File: src/rtl/vlg_dist_disp.sv
// vlg_dist_disp: distance to BCD (double-dabble) plus 4-digit multiplexed 7-segment scan.
// Define LEADING_ZERO_BLANK_EN to blank zero digits above the most significant non-zero digit.
module vlg_dist_disp #(
  parameter int unsigned P_SCAN_US = 1000
) (
  input  logic        i_clk,
  input  logic        i_rst_n,
  input  logic        i_clk_en,
  input  logic [13:0] i_s_mm,
  output logic [15:0] o_bcd,
  output logic [3:0]  o_sel,
  output logic [7:0]  o_seg
);
  typedef enum logic [1:0] {IDLE, SHIFT, DONE} state_t;
  state_t      state_q, state_d;
  logic [3:0]  step_q, step_d;
  logic [15:0] acc_q, acc_d, adj;
  logic [13:0] bin_q, bin_d;
  logic [15:0] bcd_q, bcd_d;
  logic [15:0] scan_q, scan_d;
  logic [1:0]  dig_q, dig_d;
  logic [3:0]  sel_q, sel_d;
  logic [7:0]  seg_q, seg_d, dec;
  logic [3:0]  nib;
  logic        wrap, blank;
  always_ff @(posedge i_clk or negedge i_rst_n)
    if (!i_rst_n) state_q <= IDLE;
    else          state_q <= state_d;
  always_comb begin
    state_d = state_q;
    case (state_q)
      IDLE:    state_d = SHIFT;
      SHIFT:   state_d = (step_q == 4'd13) ? DONE : SHIFT;
      DONE:    state_d = IDLE;
      default: state_d = IDLE;
    endcase
  end
  always_comb begin
    adj = acc_q;
    for (int k = 0; k < 4; k++)
      adj[4*k +: 4] = (acc_q[4*k +: 4] >= 4'd5) ? acc_q[4*k +: 4] + 4'd3 : acc_q[4*k +: 4];
    step_d = (state_q == SHIFT) ? step_q + 4'd1 : 4'd0;
    {acc_d, bin_d} = (state_q == IDLE)  ? {16'h0, (i_s_mm > 14'd9999) ? 14'd9999 : i_s_mm} :
                     (state_q == SHIFT) ? {adj[14:0], bin_q, 1'b0} : {acc_q, bin_q};
    bcd_d  = (state_q == DONE) ? acc_q : bcd_q;
    wrap   = i_clk_en && (scan_q == 16'(P_SCAN_US - 1));
    scan_d = wrap ? 16'd0 : i_clk_en ? scan_q + 16'd1 : scan_q;
    dig_d  = wrap ? dig_q + 2'd1 : dig_q;
    // Select and segments both derive from the registered index/value, so they move together.
    sel_d  = ~(4'b0001 << dig_q);
    nib    = bcd_q[{dig_q, 2'b00} +: 4];
    case (nib)
      4'd0:    dec = 8'hC0;
      4'd1:    dec = 8'hF9;
      4'd2:    dec = 8'hA4;
      4'd3:    dec = 8'hB0;
      4'd4:    dec = 8'h99;
      4'd5:    dec = 8'h92;
      4'd6:    dec = 8'h82;
      4'd7:    dec = 8'hF8;
      4'd8:    dec = 8'h80;
      4'd9:    dec = 8'h90;
      default: dec = 8'hFF;
    endcase
`ifdef LEADING_ZERO_BLANK_EN
    blank = (dig_q == 2'd3) ? (bcd_q[15:12] == 4'd0) :
            (dig_q == 2'd2) ? (bcd_q[15:8] == 8'd0) :
            (dig_q == 2'd1) ? (bcd_q[15:4] == 12'd0) : 1'b0;
`else
    blank = 1'b0;
`endif
    seg_d = blank ? 8'hFF : dec;
  end
  always_ff @(posedge i_clk or negedge i_rst_n)
    if (!i_rst_n) begin
      step_q <= '0;
      acc_q  <= '0;
      bin_q  <= '0;
      bcd_q  <= '0;
      scan_q <= '0;
      dig_q  <= '0;
      sel_q  <= 4'b1110;
      seg_q  <= 8'hC0;
    end else begin
      step_q <= step_d;
      acc_q  <= acc_d;
      bin_q  <= bin_d;
      bcd_q  <= bcd_d;
      scan_q <= scan_d;
      dig_q  <= dig_d;
      sel_q  <= sel_d;
      seg_q  <= seg_d;
    end
  assign o_bcd = bcd_q;
  assign o_sel = sel_q;
  assign o_seg = seg_q;
endmodule

File: config.mk
export PLATFORM = sky130hd
export DESIGN_NAME = vlg_dist_disp
export DESIGN_NICKNAME = d
export VERILOG_FILES = /design/src/rtl/vlg_dist_disp.sv
export SDC_FILE = /design/constraint.sdc
export NUM_CORES = 1
export LEC_CHECK = 0
export ABC_CLOCK_PERIOD_IN_PS = 4200
export BUFFER_PORTS_ARGS = -buffer_cell sky130_fd_sc_hd__buf_2
export CAP_MARGIN = 25
export CORE_ASPECT_RATIO = 2
export CORE_UTILIZATION = 25
export DETAILED_ROUTE_END_ITERATION = 10
export SLEW_MARGIN = 30
export SYNTH_ARGS = -nofsm -noshare
export SYNTH_HDL_FRONTEND = slang
export SYNTH_SLANG_ARGS = --single-unit
File: constraint.sdc
create_clock -name i_clk -period 4.2 [get_ports i_clk]
set_input_delay 1.26 -clock i_clk [delete_from_list [all_inputs] [get_ports i_clk]]
set_output_delay 1.26 -clock i_clk [all_outputs]
set_load 0.03 [all_outputs]
==> results of run 1 <==
[metrics by stage]
stage	std cells	instance area, µm²
CTS	629	4790
global placement	613	4460
global route	629	4800
detailed placement	613	4460
floorplan	385	4060
finish	629	4800
[cell families after synthesis]
| family | count (synthesis) |
|---|---|
| multiplexers | 26 |
| AO/OA/AOI/OAI | 73 |
| adder cells (fa/ha/maj) | 20 |
| AND/OR/NAND/NOR | 117 |
| XOR/XNOR | 22 |
| buffers and inverters | 45 |
| flip-flops | 81 |
| other | 1 |
[Yosys cell counts, types with 6 or more instances]
cell       count  area, µm²
ha_1          20        250
xor2_1        11       96.3
nand3_1        6       30.0
a21oi_1       14       70.1
nor2_1        27        101
clkbuf_1      13       48.8
o31ai_1       10       75.1
mux2_2        21        236
a211oi_1       6       45.0
a2bb2oi_1      6       52.6
nand2b_1      11       68.8
nor2b_1        8       50.1
o21ai_0       23        115
dfrtp_1       77       1930
xnor2_1       11       96.3
nand2_1       41        154
inv_1         27        101
[power by group through the flow]
stage	Sequential (µW)	Combinational [µW]	Clock (µW)
final	998	611	876
after CTS	1000	617	904
after floorplan	1150	288	0
after global routing	1010	670	941
after detailed placement	1020	615	0
after global placement	1020	601	0
[cell type report]
cell class,count,share of cell area
Sequential cell,81,0.424
Inverter,27,0.0211
Clock inverter,7,0.0222
Tap cell,201,0.0524
Multi-Input combinational cell,259,0.384
Timing Repair Buffer,45,0.0493
Clock buffer,9,0.0470
[flip-flops by register name, indices dropped and copies added (netlist names)]
name / count
dig_q: 2
step_q: 4
o_bcd: 16
state_q: 2
o_sel: 4
bin_q: 14
acc_q: 16
o_seg: 7
scan_q: 16
[final timing paths]
path	from	end	slack, ns
worst min register to register	bin_q[0]$_DFFE_PN0P_	bin_q[0]$_DFFE_PN0P_	0.49
min in group asynchronous	i_rst_n	scan_q[7]$_DFFE_PN0P_	0.95
worst max register to register	dig_q[0]$_DFFE_PN0P_	o_seg[0]$_DFF_PN0_	2.17
worst max-delay path	i_s_mm[6]	bin_q[1]$_DFFE_PN0P_	1.84
worst min-delay path	bin_q[0]$_DFFE_PN0P_	bin_q[0]$_DFFE_PN0P_	0.49
max in group asynchronous	i_rst_n	state_q[0]$_DFF_PN0_	2.69
[per-layer routing]
metal	vias up	wire length, µm	GRT usage
li1	1385	-	-
met1	1401	3090	0.108
met2	65	4640	0.203
met3	9	251	0.0233
met4	0	161	0.0525
met5	-	0	0
[critical path, cell delays in order]
cell and delay (ns):
buf_2 0.11, nor4_1 0.40, o21ai_1 0.35, a211oi_1 0.33, o31ai_1 0.12
==> results by group, run 1 <==
Final layout
  – Final antenna diode count: 0
  – Commonest non-fill, non-tap cell in the layout: dfrtp_1
  – Layout area overhead: 18.0%
  – Fill count: 1628
  – Footprint of the multi-input gates: 1840 µm²
  – Most frequent cells in the layout: dfrtp_1, buf_2, nand2_1, inv_1, nor2_1
  – Nets: 460
  – FF+latch area: 2030 µm²
  – Layout Utilization: 0.302
  – Share of cells above drive strength 1: 0.227

STA
  – Fin crit period: 2.36 ns
  – Hold WS: 0.486 ns
  – Rel. slew slack: 0.503
  – Tcrit/Tclk final: 0.561
  – Fin Setup TNS: 0 ns
  – Fin worst setup slack: 1.84 ns
  – F_max: 424 MHz
  – Setup Skew: 0.0128 ns
  – Hold Fails Final Rpt: 0
  – Setup Viol. Count Final: 0
  – Slew @ Worst Pin: 0.745 ns
  – RSZ-0062 raised after global routing: no
  – Slew Viols, Final: 0

Synth
  – Synth Area in Compound Gates: 0.116
  – Top_reg_cell synth: dfrtp_1
  – Async SR Flop Fraction: 1.00
  – Yosys cell types: 44
  – Synthesized area: 4060 µm²
  – Post-synthesis simple-gate area fraction: 0.142
  – Syn_nets: 422
  – Synth Instances: 385
  – Post-synthesis mux area share: 0.0847
  – Largest family of logic cells by synthesized area: simple AND/OR/NAND/NOR gates
  – Synth Area in Adders: 0.0616
  – Post-synthesis sequential area ratio: 0.500
  – FF+latch count, synth: 81
  – EDFF count, synth: 0
  – Avg Cell Area, Syn: 10.6 µm²
  – Xor-xnor portion of the synthesized cell area: 0.0474
  – Warnings from Yosys: 0

Route
  – Final WL: 8.14 mm
  – Final antenna-violating net count: 0
  – Drt pass-1 iters: 4
  – Vias: 2860
  – Detailed Route Iter0 Violations: 82
  – Routed vias/inst: 4.55
  – Routed len/inst: 12.9 µm
  – DRC viols: 0

Clocking
  – Worst-path clk slew: 0.07 ns
  – # hold bufs at CTS: 0
  – Cts bufs inserted: 9
  – Post CTS Setup Buffer Count: 0
  – Post-cts repair resize count: 0
  – Max clock buf depth: 2
  – Root Buffer Master: clkbuf_16
  – Clk_lat worst skew: 0.34 ns
  – Clock sinks: 81
  – H-tree levels: 3
  – CTS tree: built

Die
  – Chip Height: 182 µm
  – I/O Pins: 45
  – Initial Util: 0.256
  – FP Rows: 65
  – Horizontal die dimension: 92.2 µm
  – Core box area: 15900 µm²
  – Die area: 16800 µm²

Worst setup path
  – Type of origin of the critical path: primary input
  – Worst EP required: 4.41 ns
  – Critical path peak fanout: 11
  – CP Class: primary input to flop
  – Register-to-Register Path Depth: 5
  – Crit end category: flop
  – Crit path DAT: 2.57 ns

Place
  – Dpl hpwl: 5.93 mm
  – Buffers on Ports: 43
  – Gpl congestion: 0.794
  – Post-place setup slack: 1.47 ns

Power and ir drop
  – Peak VDD IR: 211 µV
  – Tot Pwr: 2480 µW
  – Pwr Density: 518 nW/µm²
  – Sw Pwr: 816 µW
  – Share of power burned in registers: 0.402
  – Combinational share of power: 0.246
  – Leakage power: 0.00217 µW
  – Switching share of power: 0.328
  – Pint: 1670 µW
  – Clock network fraction of design power: 0.353

Status
  – Status: finished, final reports clean

GRT
  – All-Layer GR Usage: 0.107
  – Largest net degree at the start of global routing: 82
  – First-pass GRT wire length: 14.2 mm
  – Initial antenna violation count: 0
  – Vias in the first global route: 2981
  – Grt ovf: 0

Run
  – Max_cap viols: 0

Hold path
  – Hold path depth: 2
  – Min-Delay Path Class: flop to flop
Note: power is estimated with default switching activity, not from simulation.
==> run 2: changes to the inputs <==
--- a/config.mk
+++ b/config.mk
@@ -5,7 +5,7 @@
 export SDC_FILE = /design/constraint.sdc
 export NUM_CORES = 1
 export LEC_CHECK = 0
-export ABC_CLOCK_PERIOD_IN_PS = 4200
+export ABC_CLOCK_PERIOD_IN_PS = 2300
 export BUFFER_PORTS_ARGS = -buffer_cell sky130_fd_sc_hd__buf_2
 export CAP_MARGIN = 25
 export CORE_ASPECT_RATIO = 2
==> constraint.sdc (replaced) <==
create_clock -name i_clk -period 2.3 [get_ports i_clk]
set_input_delay 0.69 -clock i_clk [delete_from_list [all_inputs] [get_ports i_clk]]
set_output_delay 0.69 -clock i_clk [all_outputs]
set_load 0.03 [all_outputs]
==> results by group, run 2 (same netlist as run 1, synthesis figures left out) <==
Status
  – Status: finished, final reports clean (unchanged)

Route
  – Vias: 2908 (was 2860)
  – Routed len/inst: 13.2 µm (was 12.9 µm)
  – Routed vias/inst: 4.59 (was 4.55)
  – Final antenna-violating net count: 0 (unchanged)
  – Detailed Route Iter0 Violations: 72 (was 82)
  – Final WL: 8.36 mm (was 8.14 mm)
  – DRC viols: 0 (unchanged)
  – Drt pass-1 iters: 4 (unchanged)

Worst setup path
  – Type of origin of the critical path: flop (was primary input)
  – RR Endpoint: o_seg[3]$_DFF_PN0_ (was o_seg[0]$_DFF_PN0_)
  – Crit end category: flop (unchanged)
  – Origin of the critical flop-to-flop path: dig_q[0]$_DFFE_PN0P_ (unchanged)
  – Crit path DAT: 2.19 ns (was 2.57 ns)
  – CP Class: flop to flop (was primary input to flop)
  – Worst EP required: 2.52 ns (was 4.41 ns)
  – Critical path peak fanout: 7 (was 11)
  – Register-to-Register Path Depth: 5 (unchanged)
  – R2r setup slk: 0.33 ns (was 2.17 ns)

Power and ir drop
  – Pwr Density: 924 nW/µm² (was 518 nW/µm²)
  – Tot Pwr: 4460 µW (was 2480 µW)
  – Leakage power: 0.00218 µW (was 0.00217 µW)
  – Peak VDD IR: 349 µV (was 211 µV)

GRT
  – Grt ovf: 0 (unchanged)
  – Initial antenna violation count: 0 (unchanged)
  – Largest net degree at the start of global routing: 46 (was 82)
  – First-pass GRT wire length: 14.0 mm (was 14.2 mm)
  – All-Layer GR Usage: 0.106 (was 0.107)
  – Vias in the first global route: 2986 (was 2981)

STA
  – Fin worst setup slack: 0.335 ns (was 1.84 ns)
  – Fin crit period: 1.97 ns
  – Slew @ Worst Pin: 0.583 ns (was 0.745 ns)
  – Setup Viol. Count Final: 0 (unchanged)
  – Slew Viols, Final: 0 (unchanged)
  – Setup Skew: 0.0107 ns (was 0.0128 ns)
  – Rel. slew slack: 0.611 (was 0.503)
  – F_max: 509 MHz
  – Hold Fails Final Rpt: 0 (unchanged)
  – Tcrit/Tclk final: 0.855
  – Fin Setup TNS: 0 ns (unchanged)
  – RSZ-0062 raised after global routing: no (unchanged)

Final layout
  – Most frequent cells in the layout: dfrtp_1, buf_2, nand2_1, inv_1, nor2_1 (unchanged)
  – Nets: 465 (was 460)
  – Share of cells above drive strength 1: 0.233 (was 0.227)
  – Layout area overhead: 18.7% (was 18.0%)
  – Commonest non-fill, non-tap cell in the layout: dfrtp_1 (unchanged)
  – FF+latch area: 2030 µm² (about the same)
  – Final antenna diode count: 0 (unchanged)
  – Fill count: 1631 (was 1628)
  – Footprint of the multi-input gates: 1840 µm² (unchanged)

Die
  – Core box area: 15900 µm² (unchanged)
  – FP Rows: 65 (unchanged)
  – Chip Height: 182 µm (unchanged)
  – Die area: 16800 µm² (unchanged)
  – Horizontal die dimension: 92.2 µm (unchanged)
  – Initial Util: 0.256 (unchanged)
  – I/O Pins: 45 (unchanged)

Place
  – Dpl hpwl: 6.18 mm (was 5.93 mm)
  – Post-place setup slack: 0.284 ns (was 1.47 ns)
  – Gpl congestion: 0.852 (was 0.794)
  – Buffers on Ports: 43 (unchanged)

Clocking
  – Max clock buf depth: 2 (unchanged)
  – Clock sinks: 81 (unchanged)
  – H-tree levels: 3 (unchanged)
  – Post-cts repair resize count: 0 (unchanged)
  – # hold bufs at CTS: 0 (unchanged)
  – Worst-path clk slew: 0.07 ns (about the same)
  – Post CTS Setup Buffer Count: 0 (unchanged)
  – Cts bufs inserted: 9 (unchanged)
  – Root Buffer Master: clkbuf_16 (unchanged)
  – Clk_lat worst skew: 0.34 ns (about the same)
  – CTS tree: built (unchanged)

Hold path
  – Min-Delay Path Class: primary input to asynchronous set/reset pin (was flop to flop)

Run
  – Max_cap viols: 0 (unchanged)
## run 2: final cells by class
type | count | share of cell area
Clock buffer | 10 | 0.0496
Clock inverter | 6 | 0.0153
Timing Repair Buffer | 50 | 0.0586
Multi-Input combinational cell | 259 | 0.382
Sequential cell | 81 | 0.421
Tap cell | 201 | 0.0522
Inverter | 27 | 0.0210
## run 2: how the worst max path moves through the flow
stage                                    start              endpoint  slack [ns]
after floorplan           dig_q[0]$_DFFE_PN0P_    o_seg[0]$_DFF_PN0_        0.47
final                     dig_q[0]$_DFFE_PN0P_    o_seg[3]$_DFF_PN0_        0.33
after global placement    dig_q[0]$_DFFE_PN0P_    o_seg[3]$_DFF_PN0_        0.37
after global routing      dig_q[0]$_DFFE_PN0P_    o_seg[5]$_DFF_PN0_        0.20
after CTS                 dig_q[0]$_DFFE_PN0P_    o_seg[3]$_DFF_PN0_        0.33
after detailed placement             i_s_mm[6]  bin_q[1]$_DFFE_PN0P_        0.28
## run 2: per-stage QoR
step	util	cells	instance area (µm²)	hold WS [ns]
after floorplan	-	385	4060	0.394
after global placement	0.284	618	4510	0.460
after detailed placement	0.284	618	4510	0.472
after CTS	0.304	634	4820	0.294
after global routing	0.304	634	4820	0.318
final	0.304	634	4820	0.291
## run 2: power by group
group	total (µW)	switching [µW]	internal, µW
sequential	1830	184	1650
clock	1500	619	884
combinational	1120	694	429
## run 2: layer usage
| metal | vias up | share of wire | GRT usage |
|---|---|---|---|
| li1 | 1396 | - | - |
| met4 | 0 | 0.035 | 0.0594 |
| met3 | 18 | 0.028 | 0.0246 |
| met2 | 62 | 0.55 | 0.197 |
| met5 | - | 0 | 0 |
| met1 | 1432 | 0.39 | 0.107 |
## run 2: worst max-delay path, stage by stage (launching register included)
cell,delay (ns)
dfrtp_1,0.51
mux4_1,0.67
ha_1,0.21
or2_0,0.23
a21oi_2,0.16
a21oi_1,0.06
